`config.mk`:
```
export PLATFORM = sky130hd
export DESIGN_NAME = ddr3_req_scheduler
export DESIGN_NICKNAME = d
export VERILOG_FILES = /design/src/rtl/ddr3_req_scheduler.sv
export SDC_FILE = /design/constraint.sdc
export NUM_CORES = 1
export LEC_CHECK = 0
export BUFFER_PORTS_ARGS = -buffer_cell sky130_fd_sc_hd__buf_2
export CORE_ASPECT_RATIO = 1.75
export CORE_MARGIN = 3
export CORE_UTILIZATION = 53
export DETAILED_ROUTE_END_ITERATION = 8
export PLACE_DENSITY = 0.8
export SLEW_MARGIN = 40
export SYNTH_ARGS = -nofsm -noshare
export SYNTH_HDL_FRONTEND = slang
export SYNTH_SLANG_ARGS = --single-unit
```
`constraint.sdc`:
```
create_clock -name CLK -period 2.83 [get_ports CLK]
set_input_delay 0.283 -clock CLK [delete_from_list [all_inputs] [get_ports CLK]]
set_output_delay 0.283 -clock CLK [all_outputs]
set_load 0.02 [all_outputs]
```
`src/rtl/ddr3_req_scheduler.sv`:
```
// ddr3_req_scheduler: host request front end for the DDR3 command state machine.
// Decodes flat addresses into bank/row/column, sequences power-up through ZQCL,
// schedules periodic refresh and holds ACT/WRITE/READ strobes per transaction.
// Ports:
//   CLK, RESET_N (async, active-low)
//   REQ_VALID/REQ_READY handshake with REQ_WE, REQ_AP, REQ_ADDR[27:0], REQ_WDATA[15:0]
//   ZQCL, REF, ACT, WRITE, READ strobes to the command state machine
//   Addr_Row, Addr_Column, Addr_Column_11, A_10, A_12, A13_14, BA_in, Data_input fields
//   REF_PENDING owed refresh count (0..8)
// Build option: REF_POSTPONE_EN lets requests overtake owed refreshes until 8 are owed.
module ddr3_req_scheduler #(
  parameter int INIT_CYCLES = 16,
  parameter int TXN_CYCLES  = 5,
  parameter int TREFI       = 780,
  parameter int TRFC_CYCLES = 12
) (
  input  logic        CLK,
  input  logic        RESET_N,
  input  logic        REQ_VALID,
  output logic        REQ_READY,
  input  logic        REQ_WE,
  input  logic        REQ_AP,
  input  logic [27:0] REQ_ADDR,
  input  logic [15:0] REQ_WDATA,
  output logic        ZQCL,
  output logic        REF,
  output logic        ACT,
  output logic        WRITE,
  output logic        READ,
  output logic [14:0] Addr_Row,
  output logic [9:0]  Addr_Column,
  output logic        Addr_Column_11,
  output logic        A_12,
  output logic [1:0]  A13_14,
  output logic        A_10,
  output logic [2:0]  BA_in,
  output logic [15:0] Data_input,
  output logic [3:0]  REF_PENDING
);
  typedef enum logic [2:0] {INIT_WAIT, ZQ, ZQ_WAIT, IDLE, XFER, REFRESH, REF_WAIT} state_t;
  state_t      state_q, state_d;
  logic [15:0] cnt_q, cnt_d, tmr_q, tmr_d;
  logic [3:0]  pend_q, pend_d;
  logic        run_q, run_d, we_q, we_d, accept, dec, tick;
  function automatic logic must_ref(input logic [3:0] p);
`ifdef REF_POSTPONE_EN
    return p == 4'd8;
`else
    return p != 4'd0;
`endif
  endfunction
  always_comb begin
    state_d = state_q;
    cnt_d   = cnt_q + 16'd1;
    accept  = 1'b0;
    dec     = 1'b0;
    case (state_q)
      INIT_WAIT: if (cnt_q == 16'(INIT_CYCLES)) begin
        state_d = ZQ;
        cnt_d   = '0;
      end
      ZQ: begin
        state_d = ZQ_WAIT;
        cnt_d   = '0;
      end
      ZQ_WAIT: if (cnt_q == 16'd1) begin
        state_d = IDLE;
        cnt_d   = '0;
      end
      IDLE: begin
        cnt_d = '0;
        if (must_ref(pend_q)) begin
          state_d = REFRESH;
          dec     = 1'b1;
        end else if (REQ_VALID && REQ_READY) begin
          state_d = XFER;
          accept  = 1'b1;
        end else if (pend_q != 4'd0) begin
          state_d = REFRESH;
          dec     = 1'b1;
        end
      end
      XFER: if (cnt_q == 16'(TXN_CYCLES - 1)) begin
        state_d = IDLE;
        cnt_d   = '0;
      end
      REFRESH: begin
        state_d = REF_WAIT;
        cnt_d   = '0;
      end
      REF_WAIT: if (cnt_q == 16'(TRFC_CYCLES - 1)) begin
        state_d = IDLE;
        cnt_d   = '0;
      end
      default: begin
        state_d = INIT_WAIT;
        cnt_d   = '0;
      end
    endcase
  end
  // The refresh timer is armed by the first IDLE cycle and never stops afterwards.
  assign run_d  = run_q | (state_q == IDLE);
  assign tick   = run_d && (tmr_q == 16'(TREFI - 1));
  assign tmr_d  = !run_d ? tmr_q : tick ? 16'd0 : tmr_q + 16'd1;
  // A tick and a served refresh in the same cycle cancel out.
  assign pend_d = (tick && !dec && pend_q != 4'd8) ? pend_q + 4'd1 :
                  (dec && !tick) ? pend_q - 4'd1 : pend_q;
  assign we_d   = accept ? REQ_WE : we_q;
  assign REF_PENDING    = pend_q;
  assign Addr_Column_11 = 1'b0;
  assign A13_14         = 2'b00;
  always_ff @(posedge CLK or negedge RESET_N) begin
    if (!RESET_N) begin
      state_q     <= INIT_WAIT;
      cnt_q       <= '0;
      tmr_q       <= '0;
      pend_q      <= '0;
      run_q       <= 1'b0;
      we_q        <= 1'b0;
      REQ_READY   <= 1'b0;
      ZQCL        <= 1'b0;
      REF         <= 1'b0;
      ACT         <= 1'b0;
      WRITE       <= 1'b0;
      READ        <= 1'b0;
      A_12        <= 1'b0;
      A_10        <= 1'b0;
      BA_in       <= '0;
      Addr_Row    <= '0;
      Addr_Column <= '0;
      Data_input  <= '0;
    end else begin
      state_q   <= state_d;
      cnt_q     <= cnt_d;
      tmr_q     <= tmr_d;
      pend_q    <= pend_d;
      run_q     <= run_d;
      we_q      <= we_d;
      REQ_READY <= (state_d == IDLE) && !must_ref(pend_d);
      ZQCL      <= state_d == ZQ;
      REF       <= state_d == REFRESH;
      ACT       <= state_d == XFER;
      WRITE     <= (state_d == XFER) && we_d;
      READ      <= (state_d == XFER) && !we_d;
      A_12      <= A_12 | (state_d == IDLE);
      if (accept) begin
        BA_in       <= REQ_ADDR[27:25];
        Addr_Row    <= REQ_ADDR[24:10];
        Addr_Column <= REQ_ADDR[9:0];
        A_10        <= REQ_AP;
        Data_input  <= REQ_WDATA;
      end
    end
  end
endmodule

```
* Word-level counts from Yosys, hierarchy flattened
Index checks and enable logic that the tools add are counted.
** Storage, ports and cells
- Bits of input ports :: 49
- Register bits :: 93
- Word-level logic and storage cells :: 76
- Output and inout port bits :: 59
** Operators by class
- Mux-type cells :: 21
- Reduce and logical (&&, ||, !) cells :: 15
- Equality and inequality tests :: 16
- Bitwise gates (word level) :: 2
- Add/sub/neg operators :: 4
** Operators by type and width (count)
- 16-bit 2-to-1 mux :: 5
- 16-bit one-hot mux with 4 select lines :: 1
- 16-bit by 1-bit adder with 16-bit output (second input constant) :: 2
- 3-bit one-hot mux with 7 select lines :: 1
- 3-bit 2-to-1 mux :: 6
- 16-bit by 1-bit equality test with 1-bit output (second input constant) :: 1
- 16-bit by 10-bit equality test with 1-bit output (second input constant) :: 1
- 16-bit by 3-bit equality test with 1-bit output (second input constant) :: 1
- 16-bit by 4-bit equality test with 1-bit output (second input constant) :: 1
- 16-bit by 5-bit equality test with 1-bit output (second input constant) :: 1
- 3-bit equality test (second input constant) :: 5
- 3-bit by 2-bit equality test with 1-bit output (second input constant) :: 3
- 1-bit logical AND :: 8
- 4-bit 2-to-1 mux :: 2
- 4-bit nonzero test :: 2
- 3-bit by 1-bit equality test with 1-bit output (second input constant) :: 2
- 1-bit 2-to-1 mux :: 6
- 4-bit by 1-bit adder with 4-bit output (second input constant) :: 1
- 1-bit zero test :: 4
- 4-bit != test (second input constant) :: 1
- 4-bit by 1-bit subtractor with 4-bit output (second input constant) :: 1
- 3-bit zero test :: 1
- 1-bit OR :: 2

* Logic depth before layout (Yosys ltp)
Gate-level depths: netlist of run 1.
- Depth in word-level cells :: 10
- Gate-level depth with buffers :: 9
- Gate-level depth less buffers :: 9

* Worst setup path before layout of run 1
OpenSTA, ideal clock, no wires.
- Path kind :: reg-to-reg
- Start point :: reg pend_q[0], in the netlist REF_PENDING[0]
- End point :: reg A_10
- Data required time :: 2705 ps
- Arrival time :: 2058 ps
- Clock period less this slack :: 2182 ps
- Cell stages (with the launch flop) :: 7
- Library setup time :: 125 ps
- Path buffers :: 1
- Slack :: 648 ps
- Path through :: dfrtp_1 -> inv_1 -> ha_1 -> nand2b_1 -> nor4_4 -> buf_4 -> mux2_2
** On the way
- Cells in the longest elaborated chain, start to end :: 3
** RTL lines
- start, declared :: line 43 : logic [3:0] pend_q, pend_d;
- start signal, assigned :: line 136 : pend_q <= pend_d;
- 4-bit nonzero test :: line 49 : return p != 4'd0;
- 1-bit 2-to-1 mux :: line 72 : if (must_ref(pend_q)) begin
- 1-bit 2-to-1 mux :: line 57 : case (state_q)
- end signal, assigned :: line 127 : A_10 <= 1'b0;
- end signal, assigned :: line 150 : A_10 <= REQ_AP;
- end, declared :: line 35 : output logic A_10,
Every way passes these cells.
A chain may end at the register's enable or synchronous reset.

* Worst setup path after layout of run 1
- Start point :: reg pend_q[0], in the netlist REF_PENDING[0]
- End point :: reg WRITE
** On the way
- Cells in the longest elaborated chain, start to end :: 5
- Elaborated cells on any way between the ends :: 8
- Those cells by class :: eq/ne (1); mux (5); reduce/logical (2)
** RTL lines
- 4-bit nonzero test :: line 49
- 1-bit 2-to-1 mux :: line 72
- 1-bit 2-to-1 mux :: line 57
- 1-bit 2-to-1 mux :: line 108 : assign we_d = accept ? REQ_WE : we_q;
- named net we_d :: line 44 : logic run_q, run_d, we_q, we_d, accept, dec, tick;
- 1-bit logical AND :: line 143 : WRITE <= (state_d == XFER) && we_d;
- end signal, assigned :: line 143
- end, declared :: line 28 : output logic WRITE,
The timed path passes the listed nets, and every way through them passes these cells.

==> results by group, run 1 <==
Run status
  • Outcome: complete, no violations

STA
  • Tcrit/Tclk final: between 70% and 80%
  • Setup Skew: 0.005080 ns
  • Endpoints failing setup: 0
  • Unrepaired setup endpoints after global routing: false
  • Fin Setup TNS: 0 ns
  • Worst rel slew slack: between 50% and 60%
  • Period minus WS final: around 2.2 ns
  • Max Slew Vio Count: 0
  • Final Hold Violating Endpoints: 0
  • Least-Margin Pin Slew: roughly 0.63 ns
  • Maximum operating frequency: between 400 and 500 MHz

Logic synthesis
  • Synth Area in Adders: 1.740%
  • Fraction of registers with async set/reset: between 90% and 100%
  • Dominant synthesized flop cell: dfrtp_1
  • Post-synthesis cell area: 4315 um2
  • Largest cells by area after synthesis: dfrtp_1 (54%), mux2_2 (11%), nor2_1 (2.9%), xnor2_1 (2.8%), nand2_1 (2.3%)
  • Top-area cell type share of the netlist area: between 50% and 60%
  • Most frequent cell after synthesis: dfrtp_1
  • Simple-Gate Fraction of Synth Area: around 16%
  • Largest family of logic cells by synthesized area: simple AND/OR/NAND/NOR gates
  • Synth Area in XOR/XNOR: 5.074%
  • Top post-synthesis cells by count: dfrtp_1 (93), mux2_2 (42), nor2_1 (33), nand2_1 (26), nand3_1 (18)
  • Post-synth EDFFs: 0
  • Sequential area share after synthesis: 53.93%
  • Post-synth top area cell: dfrtp_1
  • Mux contribution to synthesized area: between 10% and 20%
  • Synth Instances: approximately 370
  • Complex-gate fraction of the synthesized area: just under 6%
  • Syn_area_per_cell: roughly 12 um2
  • Yosys cell types: between 50 and 60
  • Flip-flop and latch count after synthesis: 93
  • Synth Warn #: 0

Route
  • Initial detailed-routing violation count: ~210
  • Via count: ~3,200
  • Antenna-violating nets left: 0
  • DR vias/cell: 5.613
  • Remaining DRCs: 0
  • Avg WL per Cell: ~16 um
  • Initial DRT Pass Iterations: 5
  • Drt total wl: 9.296 mm

Layout
  • Filler cells: 600
  • Share of layout cells above drive strength 1: around 37%
  • Layout Nets: 526
  • P&R area growth vs syn: 19.40%
  • Post-route cell area: between 5000 and 6000 um2
  • N_diodes: 0

Placed design
  • Final HPWL DP: 6.913 mm
  • Port Buffer Count: 104
  • Post-Place Cell Area: just under 5000 um2
  • Routability cong.: 0.8313

Setup path
  • Slowest cell on crit path: dfrtp_1
  • Slowest cell delay on critical path: approximately 0.45 ns
  • R2R Setup Slk: 0.64 ns
  • Worst Path Buf+Inv: 3
  • Critical Path AT: approximately 2.4 ns
  • CP endpoint kind: flip-flop
  • Startpoint Class: flip-flop
  • Crit-path max FO: 46
  • Crit path cell chain: inv_1, ha_1, nand2b_1, nor4_4, buf_12, mux2i_1, inv_1, and2_1
  • Cell family with most CP delay: simple AND/OR/NAND/NOR gates
  • Critical path class: flip-flop to flip-flop
  • Most frequent CP cell: inv_1
  • Worst Path Required: roughly 3.1 ns

Clocking
  • Post-CTS setup buffer count: 0
  • Reg clk slew, reported paths: about 0.060 ns
  • Clock Path Buffers: 2
  • H-Tree Depth: 3
  • TritonCTS clock tree: done
  • Total CTS buffers: 9
  • Clk Tree Root Cell: clkbuf_16
  • Clk_lat worst skew: 0.34 ns
  • CTS sink cnt: 93

Pwr
  • Worst vdd ir: 0.7775 mV
  • Flop pwr share: a little over two fifths
  • Clock power frac: roughly a quarter
  • Switch share: 35.80%
  • P_sw: around 1700 uW
  • Pleak: 0.002484 uW
  • Combinational Power Share: between 30% and 40%
  • PD cells: about 900 nW/um2
  • Internal Power: approximately 3000 uW

Floorplanning
  • Die span in y: roughly 130 um
  • # IOs: roughly 110
  • Row cnt: 42
  • Starting Density: a little under three fifths
  • Die area: a little over 9000 um2
  • Core area: around 7700 um2
  • Die width: approximately 74 um

GRT
  • Initial antenna violation count: 0
  • Vias in the first global route: 3,277
  • Gr usage total: a little over a fifth
  • First-pass GRT wire length: between 15 and 20 mm
  • Overflow after GRT: 0
  • Largest net degree at the start of global routing: between 60 and 70

Job
  • Max_cap viols: 0

Hold path
  • Worst min-delay path class: input port to flip-flop
==> flip-flops by register name, summed over array words and instances (netlist names) <==
signal	cells
Data_input	16
A_12	1
BA_in	3
REQ_READY	1
READ	1
REF	1
Addr_Column	10
ZQCL	1
ACT	1
state_q	3
run_q	1
Addr_Row	15
we_q	1
A_10	1
WRITE	1
REF_PENDING	4
cnt_q	16
tmr_q	16
==> per-stage QoR <==
| step | worst slack, ns | hold slack (ns) | power, uW | std cells | utilization [%] |
|---|---|---|---|---|---|
| global route | 0.4166 | 0.1529 | 4894 | 564 | 66.70 |
| global placement | 0.7357 | 0.4108 | 3521 | 547 | 63.05 |
| detailed placement | 0.6358 | 0.4313 | 3583 | 547 | 63.05 |
| CTS | 0.6291 | 0.05892 | 4678 | 563 | 66.52 |
| finish | 0.6351 | 0.1568 | 4626 | 564 | 66.70 |
| floorplan | 0.6476 | -0.01259 | 3013 | 371 | - |
==> repair_timing <==
action | 4_1_cts | 5_1_grt
hold buffers | 0 | 1
resized for setup | 0 | 0
endpoints found under the hold margin | 0 | 64
==> path summary, 6_finish.rpt <==
check	start	endpoint	cells past startpoint
min in group asynchronous	RESET_N	Addr_Row[1]	2
min	REQ_WDATA[5]	Data_input[5]	2
max	REF_PENDING[0]	WRITE	8
max in group asynchronous	RESET_N	cnt_q[11]	3
min reg2reg	A_12	A_12	1
max reg2reg	REF_PENDING[0]	WRITE	8
==> cell usage in the layout, fill, tap and decap left out, drive strengths merged, types with 6 or more instances in the layout <==
cell	count
nor4	10
nand3	18
ha	6
dfrtp	93
nor2	33
inv	12
o21ai	12
mux2	46
nand2	26
clkbuf	11
buf	107
and3	8
xor2	11
xnor2	14
==> power groups by stage <==
stage / registers, uW / clock network [uW] / logic, uW
floorplan: 2350 / 0 / 667
global placement: 1950 / 0 / 1570
detailed placement: 1980 / 0 / 1600
CTS: 1960 / 1110 / 1610
global route: 2000 / 1180 / 1710
finish: 1960 / 1090 / 1580
==> kinds of logic after synthesis <==
logic type,count (synthesis)
compound gates,34
xor+xnor,25
fa+ha+maj,6
buf+inv,29
flops,93
mux,51
other cells,1
simple gates,130
==> cell type report <==
class	count	area [um2]	share of cell area (%)
Timing Repair Buffer	108	584.3	11.34
Clock buffer	11	232.7	4.517
Inverter	10	37.54	0.7285
Clock inverter	5	35.03	0.6799
Multi-Input combinational cell	249	1826	35.43
Tap cell	88	110.1	2.137
Sequential cell	93	2327	45.17
==> layer usage <==
layer	wire, um	global-route usage, %	vias to the layer above
li1	-	-	1487
met1	3277	22.58	1578
met2	5353	38.81	75
met3	371	4.016	26
met4	293	10.27	0
met5	0	0	-
Power figures use the tool's default switching activity.
==> run 2: changes to the inputs <==
--- a/config.mk
+++ b/config.mk
@@ -5,12 +5,13 @@
 export SDC_FILE = /design/constraint.sdc
 export NUM_CORES = 1
 export LEC_CHECK = 0
+export ABC_AREA = 1
 export BUFFER_PORTS_ARGS = -buffer_cell sky130_fd_sc_hd__buf_2
 export CORE_ASPECT_RATIO = 1.75
 export CORE_MARGIN = 3
-export CORE_UTILIZATION = 53
+export CORE_UTILIZATION = 48
 export DETAILED_ROUTE_END_ITERATION = 8
-export PLACE_DENSITY = 0.8
+export PLACE_DENSITY = 0.76
 export SLEW_MARGIN = 40
 export SYNTH_ARGS = -nofsm -noshare
 export SYNTH_HDL_FRONTEND = slang
==> constraint.sdc (replaced) <==
create_clock -name CLK -period 1.76 [get_ports CLK]
set_input_delay 0.176 -clock CLK [delete_from_list [all_inputs] [get_ports CLK]]
set_output_delay 0.176 -clock CLK [all_outputs]
set_load 0.02 [all_outputs]
==> run 2 against run 1 <==
  * Count of clock-buffer cells in the layout shrank 1
  * Clock skew up 0.0037 ns
  * Utilization is 3.7 points lower
  * Area after synthesis up 3.7%
  * Non-clock buffer count rose by 23
  * Sequential cell count did not move
  * Fmax grew 27%
  * Register-to-register slack worse by 0.60 ns
  * Via count up 25%
  * Cell area grew 11%
  * Wire length is 15% higher
  * Clock power is 67% higher
  * Largest cell class unchanged
  * Largest power group unchanged
  * Highest routed layer unchanged
==> results by group, run 2 <==
Floorplanning
  • Row cnt: 46 (was 42)
  • Die area: 10,560 um2 (was 9304 um2)
  • Die width: 78.99 um (was 74.21 um)
  • Die span in y: 133.7 um (was 125.4 um)
  • # IOs: 108 (unchanged)
  • Starting Density: 49.20% (was 55.86%)
  • Core area: 9094 um2 (was 7725 um2)

Clocking
  • Clock Path Buffers: 2 (unchanged)
  • CTS sink cnt: 93 (unchanged)
  • Reg clk slew, reported paths: 0.07 ns (was 0.06 ns)
  • Total CTS buffers: 9 (unchanged)
  • Clk_lat worst skew: 0.34 ns (about the same)
  • H-Tree Depth: 3 (unchanged)
  • Clk Tree Root Cell: clkbuf_16 (unchanged)
  • TritonCTS clock tree: done (unchanged)

Setup path
  • Most frequent CP cell: nand2_1 (was inv_1)
  • Critical Path AT: 1.95 ns (was 2.43 ns)
  • FF-to-FF path depth: 13 (was 8)
  • Crit path to: REQ_READY (was WRITE)
  • Crit path cell chain: inv_2, ha_4, inv_2, nor2_4, nand2_4, o21ai_2, nand3_1, nand2_1, nand2_1, nand2_1, nor2_2, nand2_2, nor2_2 (was inv_1, ha_1, nand2b_1, nor4_4, buf_12, mux2i_1, inv_1, and2_1)
  • Startpoint Class: flip-flop (unchanged)
  • Slowest cell on crit path: dfrtp_1 (unchanged)
  • Worst setup path start: REF_PENDING[0] (unchanged)
  • Cell family with most CP delay: simple AND/OR/NAND/NOR gates (unchanged)
  • Critical path class: flip-flop to flip-flop (unchanged)
  • Reg2reg end: REQ_READY (was WRITE)
  • Reg2reg start: REF_PENDING[0] (unchanged)
  • Slowest cell delay on critical path: 0.39 ns (was 0.45 ns)
  • Crit-path max FO: 5 (was 46)
  • Worst Path Required: 1.98 ns (was 3.06 ns)
  • CP endpoint kind: flip-flop (unchanged)
  • Worst Path Buf+Inv: 2 (was 3)
  • R2R Setup Slk: 0.03 ns (was 0.64 ns)
  • Critical path depth: 13 (was 8)

Pwr
  • PD cells: 1271 nW/um2 (was 897.8 nW/um2)
  • Worst vdd ir: 0.7737 mV (was 0.7775 mV)
  • Pleak: 0.003164 uW (was 0.002484 uW)

Layout
  • Commonest non-fill, non-tap cells in the layout: nand2_1 (199), buf_2 (103), dfrtp_1 (90) (was buf_2 (103), dfrtp_1 (93), mux2_2 (42))
  • Layout Nets: 727 (was 526)
  • P&R area growth vs syn: 28.08% (was 19.40%)
  • Leading cell type in the layout, fill and taps excluded: nand2_1 (was buf_2)
  • Post-route cell area: 5731 um2 (was 5152 um2)
  • N_diodes: 0 (unchanged)
  • Share of layout cells above drive strength 1: 31.61% (was 37.18%)
  • Largest registers: Data_input x16, cnt_q x16, tmr_q x16 (unchanged)

Placed design
  • Post-Place Cell Area: 5261 um2 (was 4871 um2)
  • Final HPWL DP: 7.980 mm (was 6.913 mm)
  • Routability cong.: 0.8722 (was 0.8313)
  • Port Buffer Count: 104 (unchanged)

STA
  • Max Slew Vio Count: 0 (unchanged)
  • Final Hold Violating Endpoints: 0 (unchanged)
  • Tcrit/Tclk final: 98.06% (was 77.56%)
  • Unrepaired setup endpoints after global routing: true (was false)
  • Period minus WS final: 1.726 ns (was 2.195 ns)
  • Maximum operating frequency: 579.5 MHz (was 455.6 MHz)
  • Setup Skew: 0.008760 ns (was 0.005080 ns)
  • Endpoints failing setup: 0 (unchanged)
  • Fin Setup TNS: 0 ns (unchanged)

Logic synthesis
  • Synth Warn #: 0 (unchanged)
  • Synth Instances: 542 (was 369)
  • Flip-flop and latch count after synthesis: 93 (unchanged)
  • Yosys cell types: 40 (was 55)
  • Post-synthesis cell area: 4474 um2 (was 4315 um2)
  • Top-area cell type share of the netlist area: 52.01% (was 53.93%)
  • Top post-synthesis cells by count: nand2_1 (203), dfrtp_1 (93), nor2_1 (59), inv_1 (40), nand3_1 (26) (was dfrtp_1 (93), mux2_2 (42), nor2_1 (33), nand2_1 (26), nand3_1 (18))
  • Post-synth EDFFs: 0 (unchanged)
  • Dominant synthesized flop cell: dfrtp_1 (unchanged)
  • Largest cells by area after synthesis: dfrtp_1 (52%), nand2_1 (17%), nor2_1 (4.9%), inv_1 (3.4%), nand3_1 (2.9%) (was dfrtp_1 (54%), mux2_2 (11%), nor2_1 (2.9%), xnor2_1 (2.8%), nand2_1 (2.3%))
  • Most frequent cell after synthesis: nand2_1 (was dfrtp_1)
  • Syn_area_per_cell: 8.255 um2 (was 11.69 um2)
  • Post-synth top area cell: dfrtp_1 (unchanged)
  • Sequential area share after synthesis: 52.01% (was 53.93%)
  • Fraction of registers with async set/reset: 100.0% (unchanged)

GRT
  • Overflow after GRT: 0 (unchanged)
  • Vias in the first global route: 3,968 (was 3,277)
  • First-pass GRT wire length: 17.25 mm (was 15.32 mm)
  • Gr usage total: 20.38% (was 21.33%)
  • Initial antenna violation count: 0 (unchanged)
  • Largest net degree at the start of global routing: 42 (was 66)

Route
  • Drt total wl: 10.73 mm (was 9.296 mm)
  • Initial DRT Pass Iterations: 7 (was 5)
  • Initial detailed-routing violation count: 229 (was 208)
  • Avg WL per Cell: 13.47 um (was 16.48 um)
  • Max layer used: met4 (unchanged)
  • Antenna-violating nets left: 0 (unchanged)
  • Remaining DRCs: 0 (unchanged)
  • Via count: 3,968 (was 3,166)
  • M1 WL: 3.929 mm (was 3.277 mm)
  • Met2 wire len: 5.894 mm (was 5.353 mm)
  • Metal3 WL: 414 um (was 371 um)
  • DR vias/cell: 4.979 (was 5.613)

Job
  • Max_cap viols: 0 (unchanged)

Run status
  • Outcome: complete, no violations (unchanged)

Hold path
  • Worst min-delay path class: input port to flip-flop (unchanged)
-- run 2: cell count changes in the layout (fill, tap and decap cells not counted), moves of 8 or more --
cell	before	now
nand2_1	26	199
mux2_2	42	0
inv_1	9	37
buf_4	1	23
nor2_1	33	51
nor2_2	0	14
xnor2_1	14	2
nand2_2	0	9
inv_2	1	9
nor2_4	0	8
-- run 2: where the power goes --
| group | switching, uW | internal [uW] |
|---|---|---|
| registers | 318 | 2660 |
| logic | 1590 | 890 |
| clock network | 820 | 1000 |
-- run 2: cell type report --
| type | count | area, um2 |
|---|---|---|
| inverters | 48 | 190.2 |
| clock buffers | 10 | 239.0 |
| well taps | 120 | 150.1 |
| repair buffers | 131 | 778.2 |
| flip-flops and latches | 93 | 2331 |
| multi-input cells | 389 | 1996 |
| clock inverters | 6 | 46.29 |
| fillers | 758 | 3363 |
-- run 2: cell families (layout without fill, tap and decap cells) --
group,after synthesis,in the layout,synth area share (%)
other,1,3,0.08381
buffers and inverters,62,195,6.096
adders and majority gates,6,6,1.678
AOI/OAI and AO/OA,25,25,3.272
DFF,93,93,52.01
xor gates and xnor gates,14,14,2.908
and+or+nand+nor,341,341,33.95
-- run 2: how the worst min path moves through the flow --
stage                              from  cells past startpoint             end  slack [ns]
after global routing      REQ_WDATA[15]                      3  Data_input[15]        0.03
after floorplan                 RESET_N                      0             ACT       -0.12
after detailed placement        RESET_N                      1        cnt_q[8]         0.1
after CTS                  REQ_ADDR[25]                      3        BA_in[0]        0.03
after global placement          RESET_N                      1       cnt_q[15]        0.09
final                      REQ_ADDR[25]                      3        BA_in[0]        0.03
-- run 2: repair_timing --
item	CTS	global route
resized for setup	7	32
hold buffers	1	0
setup buffers	0	7
setup endpoints to repair	1	64
pin swaps	0	10
endpoints found under the hold margin	21	0
-- run 2: through the flow --
step	cells	util [%]	power (uW)	worst slack (ns)	hold WS, ns
finish	797	63.02	7282	0.03423	0.03076
global route	797	63.02	7728	-0.05755	0.03318
CTS	790	61.30	7207	0.001793	0.02521
detailed placement	773	57.86	5372	-0.04660	0.09730
global placement	773	57.86	5289	-0.003942	0.09389
floorplan	544	-	4423	0.04426	-0.1196
-- run 2: tightest hold or removal path, delay by kind of cell --
kind                   cells  cell delay [ns]
and+or+nand+nor            2             0.09
buffers and inverters      1             0.07
-- run 2: metal layers --
layer / vias up / GRT usage [%]
met5: - / 0
met4: 0 / 11.28
met3: 45 / 3.857
met2: 106 / 37.05
met1: 1885 / 21.48
li1: 1932 / -
